[src/rtl/mem_ctrl_pkg.sv]
// Shared types and helpers for the M-stage data-memory access controller:
// FSM state encoding, load/store width codes and lane-offset helpers.
package mem_ctrl_pkg;

  typedef enum logic [1:0] {
    IDLE = 2'd0,
    REQ  = 2'd1,
    DONE = 2'd2,
    ERR  = 2'd3
  } state_e;

  localparam logic [2:0] DW_B  = 3'b000;
  localparam logic [2:0] DW_H  = 3'b001;
  localparam logic [2:0] DW_W  = 3'b010;
  localparam logic [2:0] DW_BU = 3'b100;
  localparam logic [2:0] DW_HU = 3'b101;

  localparam logic [1:0] RESULT_SRC_MEM = 2'b01;

  // Byte offset actually used for lane steering; misaligned low bits are masked.
  function automatic logic [1:0] lane_offset(input logic [2:0] width, input logic [1:0] a);
    case (width)
      DW_B, DW_BU: return a;
      DW_H, DW_HU: return {a[1], 1'b0};
      default:     return 2'b00;
    endcase
  endfunction

  function automatic logic is_misaligned(input logic [2:0] width, input logic [1:0] a);
    case (width)
      DW_B, DW_BU: return 1'b0;
      DW_H, DW_HU: return a[0];
      default:     return (a != 2'b00);
    endcase
  endfunction

endpackage

[src/rtl/mem_access_ctrl_load_align.sv]
// Load data alignment: picks the addressed byte/halfword lane out of the read
// word and sign- or zero-extends it according to the load width.
module load_align
  import mem_ctrl_pkg::*;
(
  input  logic [1:0]  offset_i,
  input  logic [2:0]  width_i,
  input  logic [31:0] rdata_i,
  output logic [31:0] data_o
);

  logic [7:0]  byte_sel;
  logic [15:0] half_sel;

  always_comb begin
    byte_sel = rdata_i[8*offset_i +: 8];
    half_sel = offset_i[1] ? rdata_i[31:16] : rdata_i[15:0];
    case (width_i)
      DW_B:    data_o = {{24{byte_sel[7]}}, byte_sel};
      DW_BU:   data_o = {24'h0, byte_sel};
      DW_H:    data_o = {{16{half_sel[15]}}, half_sel};
      DW_HU:   data_o = {16'h0, half_sel};
      default: data_o = rdata_i;
    endcase
  end

endmodule

[src/rtl/mem_access_ctrl.sv]
// M-stage data-memory access sequencer over a req/ack port, with pipeline stall,
// store lane formatting and load alignment. Optional: MEM_ACCESS_MISALIGN_TRAP_EN.
module mem_access_ctrl
  import mem_ctrl_pkg::*;
#(
  parameter int TIMEOUT_CYCLES = 255
) (
  input  logic        clk,
  input  logic        rst,
  input  logic        MemWriteM,
  input  logic [1:0]  ResultSrcM,
  input  logic [2:0]  DataWidthM,
  input  logic [31:0] ALUOutM,
  input  logic [31:0] WriteDataM,
  output logic        mem_req,
  output logic        mem_we,
  output logic [31:0] mem_addr,
  output logic [31:0] mem_wdata,
  output logic [3:0]  mem_be,
  input  logic        mem_ack,
  input  logic [31:0] mem_rdata,
  output logic [31:0] ReadDataM,
  output logic        StallM,
  output logic        MisalignM,
  output logic        TimeoutErr
);

  localparam int CW = $clog2(TIMEOUT_CYCLES + 1);
  localparam logic [CW-1:0] CNT_MAX = CW'(TIMEOUT_CYCLES);

  state_e      state_q, state_d;
  logic        we_q, we_d;
  logic [31:0] addr_q, addr_d;
  logic [31:0] wdata_q, wdata_d;
  logic [3:0]  be_q, be_d;
  logic [2:0]  width_q, width_d;
  logic [1:0]  off_q, off_d;
  logic [31:0] rdata_q, rdata_d;
  logic [CW-1:0] cnt_q, cnt_d;

  logic        access;
  logic [1:0]  off_new;
  logic [3:0]  be_new;
  logic [31:0] wdata_new;
  logic [31:0] load_data;

  load_align u_load_align (
    .offset_i (off_q),
    .width_i  (width_q),
    .rdata_i  (mem_rdata),
    .data_o   (load_data)
  );

  always_comb begin
    access  = MemWriteM | (ResultSrcM == RESULT_SRC_MEM);
    off_new = lane_offset(DataWidthM, ALUOutM[1:0]);
    case (DataWidthM)
      DW_B, DW_BU: begin
        be_new    = 4'b0001 << off_new;
        wdata_new = {4{WriteDataM[7:0]}};
      end
      DW_H, DW_HU: begin
        be_new    = 4'b0011 << off_new;
        wdata_new = {2{WriteDataM[15:0]}};
      end
      default: begin
        be_new    = 4'hF;
        wdata_new = WriteDataM;
      end
    endcase
  end

  always_comb begin
    // NOTE: every signal written here gets a default first so no path leaves it unassigned (no latches).
    state_d   = state_q;
    we_d      = we_q;
    addr_d    = addr_q;
    wdata_d   = wdata_q;
    be_d      = be_q;
    width_d   = width_q;
    off_d     = off_q;
    rdata_d   = rdata_q;
    cnt_d     = cnt_q;
    StallM    = 1'b0;
    MisalignM = 1'b0;

    case (state_q)
      IDLE: begin
        cnt_d = '0;
        if (access) begin
          StallM  = 1'b1;
          we_d    = MemWriteM;
          addr_d  = {ALUOutM[31:2], 2'b00};
          be_d    = be_new;
          wdata_d = wdata_new;
          width_d = DataWidthM;
          off_d   = off_new;
          cnt_d   = CW'(1);
          state_d = REQ;
`ifdef MEM_ACCESS_MISALIGN_TRAP_EN
          // Misaligned access is reported and retired without touching memory.
          if (is_misaligned(DataWidthM, ALUOutM[1:0])) begin
            MisalignM = 1'b1;
            be_d      = 4'h0;
            rdata_d   = '0;
            cnt_d     = '0;
            state_d   = DONE;
          end
`endif
        end
      end
      REQ: begin
        StallM = 1'b1;
        cnt_d  = cnt_q + CW'(1);
        if (mem_ack) begin
          if (!we_q) rdata_d = load_data;
          state_d = DONE;
        end else if (cnt_q == CNT_MAX) begin
          state_d = ERR;
        end
      end
      DONE:    state_d = IDLE;
      default: StallM = 1'b1;
    endcase
  end

  always_ff @(posedge clk or posedge rst) begin
    if (rst) begin
      state_q <= IDLE;
      we_q    <= 1'b0;
      addr_q  <= '0;
      wdata_q <= '0;
      be_q    <= '0;
      width_q <= '0;
      off_q   <= '0;
      rdata_q <= '0;
      cnt_q   <= '0;
    end else begin
      // NOTE: non-blocking assignments so all registers update together from pre-edge values.
      state_q <= state_d;
      we_q    <= we_d;
      addr_q  <= addr_d;
      wdata_q <= wdata_d;
      be_q    <= be_d;
      width_q <= width_d;
      off_q   <= off_d;
      rdata_q <= rdata_d;
      cnt_q   <= cnt_d;
    end
  end

  assign mem_req    = (state_q == REQ);
  assign mem_we     = we_q;
  assign mem_addr   = addr_q;
  assign mem_wdata  = wdata_q;
  assign mem_be     = be_q;
  assign ReadDataM  = rdata_q;
  assign TimeoutErr = (state_q == ERR);

endmodule
[config.mk]
export PLATFORM = sky130hd
export DESIGN_NAME = mem_access_ctrl
export DESIGN_NICKNAME = d
export VERILOG_FILES = /design/src/rtl/mem_ctrl_pkg.sv /design/src/rtl/mem_access_ctrl_load_align.sv /design/src/rtl/mem_access_ctrl.sv
export SDC_FILE = /design/constraint.sdc
export NUM_CORES = 1
export LEC_CHECK = 0
export ABC_AREA = 1
export BUFFER_PORTS_ARGS = -buffer_cell sky130_fd_sc_hd__buf_4
export CORE_ASPECT_RATIO = 1.2
export CORE_MARGIN = 2
export CORE_UTILIZATION = 40
export CTS_CLUSTER_DIAMETER = 120
export DETAILED_ROUTE_END_ITERATION = 8
export PLACE_DENSITY = 0.65
export SYNTH_ARGS = -nofsm -noshare
export SYNTH_HDL_FRONTEND = slang
export SYNTH_SLANG_ARGS = --single-unit
[constraint.sdc]
create_clock -name clk -period 9.8 [get_ports clk]
set_input_delay 1.47 -clock clk [delete_from_list [all_inputs] [get_ports clk]]
set_output_delay 1.47 -clock clk [all_outputs]
set_load 0.02 [all_outputs]
; ---- Word level (Yosys, flattened, before mapping)
; Cells that the tools add are included.
[totals]
regBits = 114
latch_bits = 0
ramBits = 0
mem_bits_ro = 0
inputBits = 105
output_inout_bits = 105
elab_cells = 51
n_memories = 0
[op_classes]
add_sub_neg = 1
n_mul = 0
n_div = 0
order_cmp = 0
eq_ne = 13
n_shift = 3
mux = 13
bitwise = 2
n_reduce_logical = 10
[ops]
columns = op, count
row1 = case mux 32 bit (4 select lines), 1
row2 = case mux 32 bit (2 select lines), 1
row3 = variable part select 32 x 6 -> 8 bit, 1
row4 = two-way mux 16 bit, 1
row5 = case mux 8 bit (2 select lines), 1
row6 = equality test 3 bit (second input constant), 4
row7 = adder 8 x 1 -> 8 bit (second input constant), 1
row8 = equality test 8 bit (second input constant), 1
row9 = case mux 4 bit (2 select lines), 1
row10 = equality test 3 x 1 -> 1 bit (second input constant), 2
row11 = logical NOT 3 bit, 2
row12 = two-way mux 2 bit, 3
row13 = case mux 2 bit (3 select lines), 1
row14 = AND reduction 3 bit, 2
row15 = equality test 2 x 1 -> 1 bit (second input constant), 2
row16 = equality test 2 bit (second input constant), 2
row17 = case mux 2 bit (2 select lines), 1
row18 = OR reduction 2 bit, 2
row19 = << shifter 1 x 2 -> 4 bit (first input constant), 1
row20 = << shifter 2 x 2 -> 4 bit (first input constant), 1
row21 = inequality test 3 x 1 -> 1 bit (second input constant), 1
row22 = nonzero test 3 bit, 1
row23 = logical NOT 2 bit, 1
row24 = two-way mux 1 bit, 2
row25 = 6 further kinds, 6

; ---- Depth between registers and ports, before layout
[depth]
depth_word = 5
mapped_depth = 10
mapped_depth_nobuf = 9

; ---- Modules after synthesis
; From an unflattened synthesis, not the netlist that was laid out.
[hier_totals]
cells_unflattened = 756
area_unflattened_um2 = 5696.7
[by_module_without_submodules]
columns = mod, n_inst, cells_per_inst, area_each_um2, seq_area_each_um2
row1 = mem_access_ctrl, 1, 597, 4884.7, 2852.7
row2 = load_align, 1, 159, 812.0, 0.0

; ---- Least setup slack after synthesis
; Ideal clock, no wire load.
[synth_path]
path_type = input port to output port
from = input port ResultSrcM[0]
to = output port StallM
arrival_time_ns = 2.124
required_ns = 8.330
path_slack_ns = 6.206
path_stages = 5
n_path_buf = 1
path_cell_list = inv_1 > nor2_1 > o21ai_2 > buf_2 > nand2_1
[synth_between]
elab_chain_cells = 4
[synth_rtl]
columns = item, line
row1 = "start, declared", mem_access_ctrl.sv:11  ; input logic [1:0] ResultSrcM,
row2 = equality test 2 x 1 -> 1 bit, mem_access_ctrl.sv:55  ; access = MemWriteM | (ResultSrcM == RESULT_SRC_MEM);
row3 = OR 1 bit, mem_access_ctrl.sv:55
row4 = two-way mux 1 bit, mem_access_ctrl.sv:90  ; if (access) begin
row5 = case mux 1 bit (2 select lines), mem_access_ctrl.sv:87  ; case (state_q)
row6 = "end, declared", mem_access_ctrl.sv:23  ; output logic StallM,
; Every way passes these cells.

; ---- Worst setup path after layout
[layout_path]
from = input port ResultSrcM[1]
to = output port StallM
; Same word-level chain as after synthesis.

==> results.cfg <==
[layout]
finalNonFillerCells = 1137
area_growth_pct = 39.4
finalInstanceArea_um2 = 7920
register_area_um2 = 2850
layout_commonest_cell = nand2_1
mostFrequentLayoutCells = 299 x nand2_1, 210 x buf_4, 114 x dfrtp_1
nFillCells = 1363
multiInputGateArea_um2 = 2350
antenna_cells = 0
drive_gt1_share_pct = 28.7
utilization_pct = 57.3
fin_nets = 1059

[sta]
worstMarginPinSlew_ps = 923
maxSlewViolCount = 0
setup_violations = 0
relSlewSlack_pct = 38.4
fmax_ghz = 0.274
timing_hold_violations_final = 0
min_period_over_period_pct = 37.2
fin_setup_tns_ps = 0
setup_ws_ps = 6160
holdWs_ps = 469
min_period_ps = 3640
rsz0062_at_grt = no
clock_skew_ps = 8.54

[floorplan]
die_area_um2 = 15200
ioPinCount = 210
core.rowCount = 47
die_w_um = 113
die_h_um = 135
initial_core_util_pct = 41.1
core_area_um2 = 13800

[yosys]
yosysWarningCount = 0
yosys.area.top_type_share_pct = 50.2
synth_area_um2 = 5680
syn_area_per_cell_um2 = 7.48
yosys.area.top_type = dfrtp_1
ys_types = 34
synth-seq-cells = 114
syn_inst = 760
yosys-top-cells-area = dfrtp_1 50%, nand2_1 20%, inv_1 4.8%
ys_seq_area_share_pct = 50.2

[power_and_ir_drop]
p_leak_nw = 4.37
powerDensity_nw_per_um2 = 350
ir_drop_uv = 153
power_mw = 2.78

[global_routing]
grt-busiest-layer = met2
grt_util_met1_pct = 27.3
grt_first_pass_wirelength_um = 26400
grt_pass1_vias = 5338
gr-usage-met3_pct = 8.98
grt-ovfl-total = 0
gr-usage-all-layers_pct = 21.9
met2_usage_pct = 34.8
antenna_found_initial = 0
grt_max_degree = 74

[routing]
drc_errors = 0
wl_per_cell_um = 14.6
via_per_inst = 4.84
firstDrtPassIters = 6
vias = 5499
drt-initial-drc-count = 348
ant_nets = 0
drt-total-wl_um = 16600

[place]
place_area_um2 = 7290
globalplace.congestion = 0.847
place_inst = 1105
pre_cts_ws_ps = 6140
numPortBuffers = 206
dp_hpwl_um = 11600

[worst_hold_path]
min_from = mem_addr[3]
whs_path_depth = 2
worstHoldPathType = reg2reg
worstHoldEndpoint = mem_addr[3]

[clock_tree]
tritoncts = done
clk_latency_ps = 410
ctsHoldBuffers = 0
htree_levels = 4
cts_root_buffer = clkbuf_16
cts-resized-gates = 0
numClockSinks = 114
clock_path_buffers = 2
cts_buffers = 17
clk_pin_slew_ps = 50
post_cts_buffers = 0

[setup_path]
r2r-end = ReadDataM[31]
critPathKind = in2out
cp-start-kind = input port
crit_path_max_fanout = 2
cp.arrival_ps = 2170
r2r_start = off_q[1]
cp-end-kind = primary output
r2r_setup_slack_ps = 7240
r2r_cells = 7
critical_path_required_ps = 8330

[status]
outcome = finished clean

[run]
drv_cap = 0
layout make-up:
type                       instances  area share [%]
multi-input combinational        532            29.7
clock inverter                    15            2.61
clock buffer                      17            5.37
tap                              171            2.70
timing repair buffer             210            19.9
sequential                       114            36.0
inverter                          78            3.73
critical path: stages:
cell	delay [ps]
buf_4	110
nor2_1	320
o21ai_4	70
nand2_1	70
buf_4	130
state kept, by name (all words and copies together), names as in the netlist:
signal,count
cnt_q,8
mem_wdata,32
mem_be,4
width_q,3
mem_we,1
ReadDataM,32
state_q,2
mem_addr,30
off_q,2
layer usage:
layer,wire length [µm],vias to the layer above
li1,-,2748
met1,6920,2505
met2,7730,222
met3,1690,24
met4,265,0
met5,0,-
synthesized netlist by cell type:
cell type / instances
nand4_1: 3
buf_6: 2
buf_2: 21
o211a_1: 1
nor2_4: 2
inv_1: 73
a21oi_1: 39
ha_1: 1
o22ai_1: 1
a31oi_1: 13
o21ai_2: 1
o21bai_1: 1
o211ai_1: 2
nor2_1: 57
conb_1: 1
nor3b_1: 2
nand4_2: 1
or2_1: 1
o21a_1: 2
o21ai_0: 27
nand3_1: 41
nor2_2: 4
xor2_1: 2
a22oi_1: 4
inv_2: 4
clkbuf_1: 10
nand2_1: 299
nand3_2: 1
nor3_1: 3
buf_4: 5
nand2_2: 1
clkinv_1: 1
dfrtp_1: 114
or2_2: 20
logic make-up (layout without fill, tap and decap cells):
group	count (synthesis)	after routing	synth area share [%]
AO/OA/AOI/OAI	91	91	8.87
XOR/XNOR	2	2	0.308
adder cells (fa/ha/maj)	1	1	0.220
buffers and inverters	116	320	8.72
flip-flops	114	114	50.2
other	1	3	0.0660
AND/OR/NAND/NOR	435	435	31.6
worst max path at each step:
stage,startpoint,end,slack [ps],cells past startpoint
3_3_place_gp,ResultSrcM[1],StallM,6150,5
6_report,ResultSrcM[1],StallM,6160,5
2_1_floorplan,rst,ReadDataM[0],5310,1
3_5_place_dp,ResultSrcM[1],StallM,6140,5
5_1_grt,ResultSrcM[1],StallM,6080,5
4_1_cts,ResultSrcM[1],StallM,6130,5
power by group:
group	total [mW]	internal (mW)	switching [mW]
clock network	0.665	0.429	0.237
registers	0.847	0.694	0.153
logic	1.26	0.499	0.764
No activity file was read; power rests on OpenSTA's default activity.
